[src/rtl/as_pipe_acc_if.sv]
// Operand/result bundle for the pipelined add/subtract accumulator.
// The master side issues operations and clears; the slave side is the unit.
interface as_pipe_acc_if #(
  parameter int WIDTH = 8
);
  logic             in_valid;
  logic [1:0]       op;
  logic [WIDTH-1:0] a;
  logic [WIDTH-1:0] b;
  logic             clr;
  logic             out_valid;
  logic [WIDTH-1:0] s;
  logic             o;
  logic             o_sticky;
  logic [WIDTH-1:0] acc;

  modport master (
    output in_valid, op, a, b, clr,
    input  out_valid, s, o, o_sticky, acc
  );

  modport slave (
    input  in_valid, op, a, b, clr,
    output out_valid, s, o, o_sticky, acc
  );
endinterface

[src/rtl/as_pipe_acc.sv]
// Two-stage two's-complement add/subtract unit with an internal accumulator.
// Stage 1 captures the operation; stage 2 runs the add, flags signed overflow,
// optionally saturates, and updates the accumulator and sticky overflow flag.
// Op encoding: 00 A+B, 01 A-B, 10 ACC+A, 11 ACC-A.
module as_pipe_acc #(
  parameter int WIDTH = 8,
  parameter int SAT   = 0
) (
  input logic          clk,
  input logic          rst,
  as_pipe_acc_if.slave bus
);

  localparam int MSB = WIDTH - 1;

  logic             v1;
  logic [1:0]       op1;
  logic [WIDTH-1:0] a1;
  logic [WIDTH-1:0] b1;

  logic             out_valid_q;
  logic [WIDTH-1:0] s_q;
  logic             o_q;
  logic             sticky_q;
  logic [WIDTH-1:0] acc_q;

  logic             sub;
  logic [WIDTH-1:0] x;
  logic [WIDTH-1:0] y;
  logic [WIDTH-1:0] yx;
  logic [WIDTH:0]   sum_ext;
  logic [WIDTH-1:0] raw;
  logic             carry_into_msb;
  logic             carry_out;
  logic             ovf;
  logic [WIDTH-1:0] res;

  // Stage 1: capture the issued operation; operands hold while idle
  always_ff @(posedge clk or posedge rst) begin
    if (rst) begin
      v1  <= 1'b0;
      op1 <= '0;
      a1  <= '0;
      b1  <= '0;
    end else begin
      v1 <= bus.in_valid;
      if (bus.in_valid) begin
        op1 <= bus.op;
        a1  <= bus.a;
        b1  <= bus.b;
      end
    end
  end

  // Stage 2 datapath: X + (Y ^ sub) + sub, overflow from the MSB carries, optional clamp
  always_comb begin
    sub            = op1[0];
    x              = op1[1] ? acc_q : a1;
    y              = op1[1] ? a1 : b1;
    yx             = y ^ {WIDTH{sub}};
    sum_ext        = {1'b0, x} + {1'b0, yx} + {{WIDTH{1'b0}}, sub};
    raw            = sum_ext[MSB:0];
    carry_out      = sum_ext[WIDTH];
    carry_into_msb = raw[MSB] ^ x[MSB] ^ yx[MSB];
    ovf            = carry_into_msb ^ carry_out;
    res            = raw;
    if ((SAT != 0) && ovf) begin
      res = x[MSB] ? {1'b1, {MSB{1'b0}}} : {1'b0, {MSB{1'b1}}};
    end
  end

  // Stage 2 registers: result, overflow, accumulator and sticky flag; clr wins over the update
  always_ff @(posedge clk or posedge rst) begin
    if (rst) begin
      out_valid_q <= 1'b0;
      s_q         <= '0;
      o_q         <= 1'b0;
      sticky_q    <= 1'b0;
      acc_q       <= '0;
    end else begin
      out_valid_q <= v1;
      if (v1) begin
        s_q <= res;
        o_q <= ovf;
      end
      if (bus.clr) begin
        acc_q    <= '0;
        sticky_q <= 1'b0;
      end else if (v1) begin
        acc_q    <= res;
        sticky_q <= sticky_q | ovf;
      end
    end
  end

  assign bus.out_valid = out_valid_q;
  assign bus.s         = s_q;
  assign bus.o         = o_q;
  assign bus.o_sticky  = sticky_q;
  assign bus.acc       = acc_q;

endmodule

[src/flat_wrapper.sv]
// flat-port wrapper written by rule: the top's interface ports become plain ports
module as_pipe_acc_flat 
#(
  parameter int WIDTH = 8,
  parameter int SAT   = 0
)
  (clk, rst, bus_in_valid, bus_op, bus_a, bus_b, bus_clr, bus_out_valid, bus_s, bus_o, bus_o_sticky, bus_acc);
  as_pipe_acc_if #(.WIDTH(WIDTH)) bus_i ();
  input logic clk;
  input logic rst;
  input wire logic [$bits(bus_i.in_valid)-1:0] bus_in_valid;
  input wire logic [$bits(bus_i.op)-1:0] bus_op;
  input wire logic [$bits(bus_i.a)-1:0] bus_a;
  input wire logic [$bits(bus_i.b)-1:0] bus_b;
  input wire logic [$bits(bus_i.clr)-1:0] bus_clr;
  output wire logic [$bits(bus_i.out_valid)-1:0] bus_out_valid;
  output wire logic [$bits(bus_i.s)-1:0] bus_s;
  output wire logic [$bits(bus_i.o)-1:0] bus_o;
  output wire logic [$bits(bus_i.o_sticky)-1:0] bus_o_sticky;
  output wire logic [$bits(bus_i.acc)-1:0] bus_acc;
  assign bus_i.in_valid = bus_in_valid;
  assign bus_i.op = bus_op;
  assign bus_i.a = bus_a;
  assign bus_i.b = bus_b;
  assign bus_i.clr = bus_clr;
  assign bus_out_valid = bus_i.out_valid;
  assign bus_s = bus_i.s;
  assign bus_o = bus_i.o;
  assign bus_o_sticky = bus_i.o_sticky;
  assign bus_acc = bus_i.acc;
  as_pipe_acc #(.WIDTH(WIDTH), .SAT(SAT)) u_core (.clk(clk), .rst(rst), .bus(bus_i));
endmodule
[config.mk]
export PLATFORM = sky130hd
export DESIGN_NAME = as_pipe_acc_flat
export DESIGN_NICKNAME = d
export VERILOG_FILES = /design/src/rtl/as_pipe_acc_if.sv /design/src/rtl/as_pipe_acc.sv /design/src/flat_wrapper.sv
export SDC_FILE = /design/constraint.sdc
export NUM_CORES = 1
export LEC_CHECK = 0
export CORE_ASPECT_RATIO = 0.9
export CORE_MARGIN = 10
export CORE_UTILIZATION = 25
export DETAILED_ROUTE_END_ITERATION = 10
export PLACE_DENSITY = 0.48
export SYNTH_ARGS = -nofsm -noshare
export SYNTH_HDL_FRONTEND = slang
export SYNTH_SLANG_ARGS = --single-unit
[constraint.sdc]
create_clock -name clk -period 6.2 [get_ports clk]
set_input_delay 1.24 -clock clk [delete_from_list [all_inputs] [get_ports clk]]
set_output_delay 1.24 -clock clk [all_outputs]
set_load 0.01 [all_outputs]
==> results_dict.tcl <==
set metrics [dict create \
    drtPass1Iterations 6 \
    io_buffers 40 \
    min_period_ps 3120 \
    cts_max_level 2 \
    slew_violations 0 \
    vdd.ir_drop.worst_mv 0.0892 \
    worstMarginPinSlew_ps 891 \
    pwr-share-seq 0.368 \
    min_path_type "reg2reg" \
    p_clk_frac 0.182 \
    clock-sinks 38 \
    initial_core_util 0.261 \
    die_w_microns 118 \
    layout.nets 263 \
    yosys.area_share.simple 0.0813 \
    outcome "complete, no violations" \
    netlist_area_sq_mm 0.00214 \
    crit_slowest_cell "dfrtp_1" \
    intPower_uw 621 \
    fmax_mhz 320 \
    timing.critical_path.from_type "flop" \
    post_cts_buffers 0 \
    clkTransAtPathRegs_ps 70 \
    clockRootBuffer "clkbuf_8" \
    area_growth_pct 27.6 \
    hold-worst-slack_ps 494 \
    fill_cells 853 \
    crit_start "u_core.op1[1]$_DFFE_PP0P_" \
    antenna_found_initial 0 \
    path_max_fanout 22 \
    synth_top_family_by_area "multiplexers" \
    required_ps 6340 \
    wl_per_cell_microns 13.7 \
    place_congestion 0.743 \
    cts_resized 0 \
    relSlewSlack 0.406 \
    drc_errors 0 \
    ant_nets 0 \
    cellLeakagePower_nw 1.12 \
    die-area_sq_mm 0.0127 \
    io_pins 41 \
    path_class "reg2reg" \
    wirelength_mm 4.78 \
    grt_max_degree 39 \
    ys_seq_area_frac 0.444 \
    core_sq_mm 0.00818 \
    clockBufferDepth 2 \
    rr_startpoint "u_core.op1[1]$_DFFE_PP0P_" \
    placed_area_sq_mm 0.00264 \
    fp.dieH_microns 108 \
    yosys_warnings 0 \
    ctsHoldBuffers 0 \
    grt_pass1_vias 1667 \
    netSwitchingFraction 0.351 \
    postSynth.asyncResetShare 1.00 \
    track_usage 0.0811 \
    rsz0062_at_grt "no" \
    p_total_uw 957 \
    fp-row-count 31 \
    n_antenna_cell 0 \
    yosys.area.top_type_share 0.444 \
    crit_path_end_kind "flop" \
    grt_pass1_wl_mm 8.55 \
    synthMostInstantiatedCell "dfrtp_1" \
    synth_nets 224 \
    syn_avg_cell_area_sq_um 11.0 \
    path_cells "mux2i_1 > xnor2_1 > ha_1 > a21o_4 > a21oi_1 > o311a_1 > o211ai_2 > xnor2_1 > a21oi_1" \
    timing.final.crit_share 0.504 \
    synth.distinct_cells 37 \
    final_cell_area_sq_mm 0.00273 \
    drt_first_iter_violations 37 \
    dpl.hpwl_mm 3.70 \
    skew_ps 3.98 \
    numCtsBuffers 5 \
    synth_fa_ha_area_frac 0.0503 \
    synth_cells 194 \
    yosys.area_share.xor_xnor 0.0573 \
    setup_viol 0 \
    synth_edf_count 0 \
    vias_per_cell 4.28 \
    synth_top_cells_by_area "dfrtp_1, mux2_2, xnor2_1" \
    synth_top_area_cell "dfrtp_1" \
    comb_power_share 0.450 \
    synthMuxAreaShare 0.179 \
    switching_power_uw 336 \
    max_stage_delay_ps 930 \
    powerDensity_mw_per_mm2 350 \
    synth_common_cells "dfrtp_1, mux2_2, a21oi_1, xnor2_1, inv_1" \
    cts_tree "yes" \
    arrival_ps 3260 \
    hold_viol_final 0 \
    ys.flop_type "dfrtp_1" \
    final.setup.tns_ps 0 \
    vias 1493 \
    hold_start "u_core.bus.s[7]$_DFFE_PP0P_" \
    grt_overflow 0 \
    clk_latency_ps 290 \
    synth_compound_area_frac 0.140 \
    synth-seq-cells 38 \
    drv_cap 0 \
    drive_gt1_frac 0.171 \
]
-- placed cells by master, fill, tap and decap left out, types with 2 or more instances in the layout --
master / synthesis / final
clkdlybuf4s50_1: 0 / 40
dfrtp_1: 38 / 38
mux2_2: 26 / 26
a21oi_1: 14 / 14
xnor2_1: 13 / 13
inv_1: 12 / 12
o21ai_0: 11 / 11
nand2_1: 11 / 11
mux2i_1: 9 / 9
nor2_1: 8 / 8
ha_1: 7 / 7
clkbuf_8: 0 / 6
nand3_1: 5 / 5
nand3b_1: 4 / 4
nor3_1: 4 / 4
o21a_1: 3 / 3
o211ai_2: 2 / 2
-- stage by stage --
stage / util / setup slack [ps] / cells
after global routing: 0.334 / 2730 / 349
after floorplan: - / 3380 / 194
final: 0.334 / 3080 / 349
after global placement: 0.322 / 3190 / 341
after CTS: 0.334 / 3060 / 349
after detailed placement: 0.322 / 3090 / 341
-- layout make-up --
class                           count  area [sq um]  share of cell area
Inverter                           13          48.8              0.0179
Clock buffer                        7          86.3              0.0316
Sequential cell                    38           951               0.348
Clock inverter                      1          5.00             0.00183
Tap cell                          115           144              0.0527
Timing Repair Buffer               41           408               0.149
Multi-Input combinational cell    134          1090               0.398
-- final timing paths --
check	slack (ps)	depth (start not counted)	end
worst max-delay path	3080	9	u_core.bus.o$_DFFE_PP0P_
worst min-delay path	490	2	u_core.bus.s[7]$_DFFE_PP0P_
worst max register to register	3080	9	u_core.bus.o$_DFFE_PP0P_
worst min register to register	490	2	u_core.bus.s[7]$_DFFE_PP0P_
max in group asynchronous	4500	3	u_core.bus.acc[3]$_DFFE_PP0P_
min in group asynchronous	1370	3	u_core.bus.s[0]$_DFFE_PP0P_
-- state kept, by name, indices dropped and copies added (netlist names), 2 cells and up --
name            flops
u_core.b1           8
u_core.bus.acc      8
u_core.bus.s        8
u_core.op1          2
u_core.a1           8
-- routing by layer --
metal  track usage  routed length [microns]
met4        0.0238                       25
met1         0.107                     2560
met5             0                        0
met3        0.0304                      222
met2         0.120                     1970
-- power groups by stage --
stage	Combinational (mW)	Clock (mW)	Sequential, mW
2_1_floorplan	0.277	0	0.357
3_3_place_gp	0.434	0	0.357
3_5_place_dp	0.436	0	0.359
4_1_cts	0.438	0.183	0.354
5_1_grt	0.490	0.195	0.363
6_report	0.431	0.174	0.352
-- kinds of logic (layout without fill, tap and decap cells) --
family                   after synthesis  in the layout
AO/OA/AOI/OAI                         41             41
XOR/XNOR                              14             14
adder cells (fa/ha/maj)                8              8
buffers and inverters                 22             62
flip-flops                            38             38
multiplexers                          35             35
AND/OR/NAND/NOR                       36             36
-- worst max-delay path: cells and delay by family (launching register included) --
kind	cells	cell delay, ps
xor gates and xnor gates	2	350
AOI/OAI and AO/OA	5	990
muxes	1	300
DFF	1	930
adders and majority gates	1	400
No activity file was read; power rests on OpenSTA's default activity.
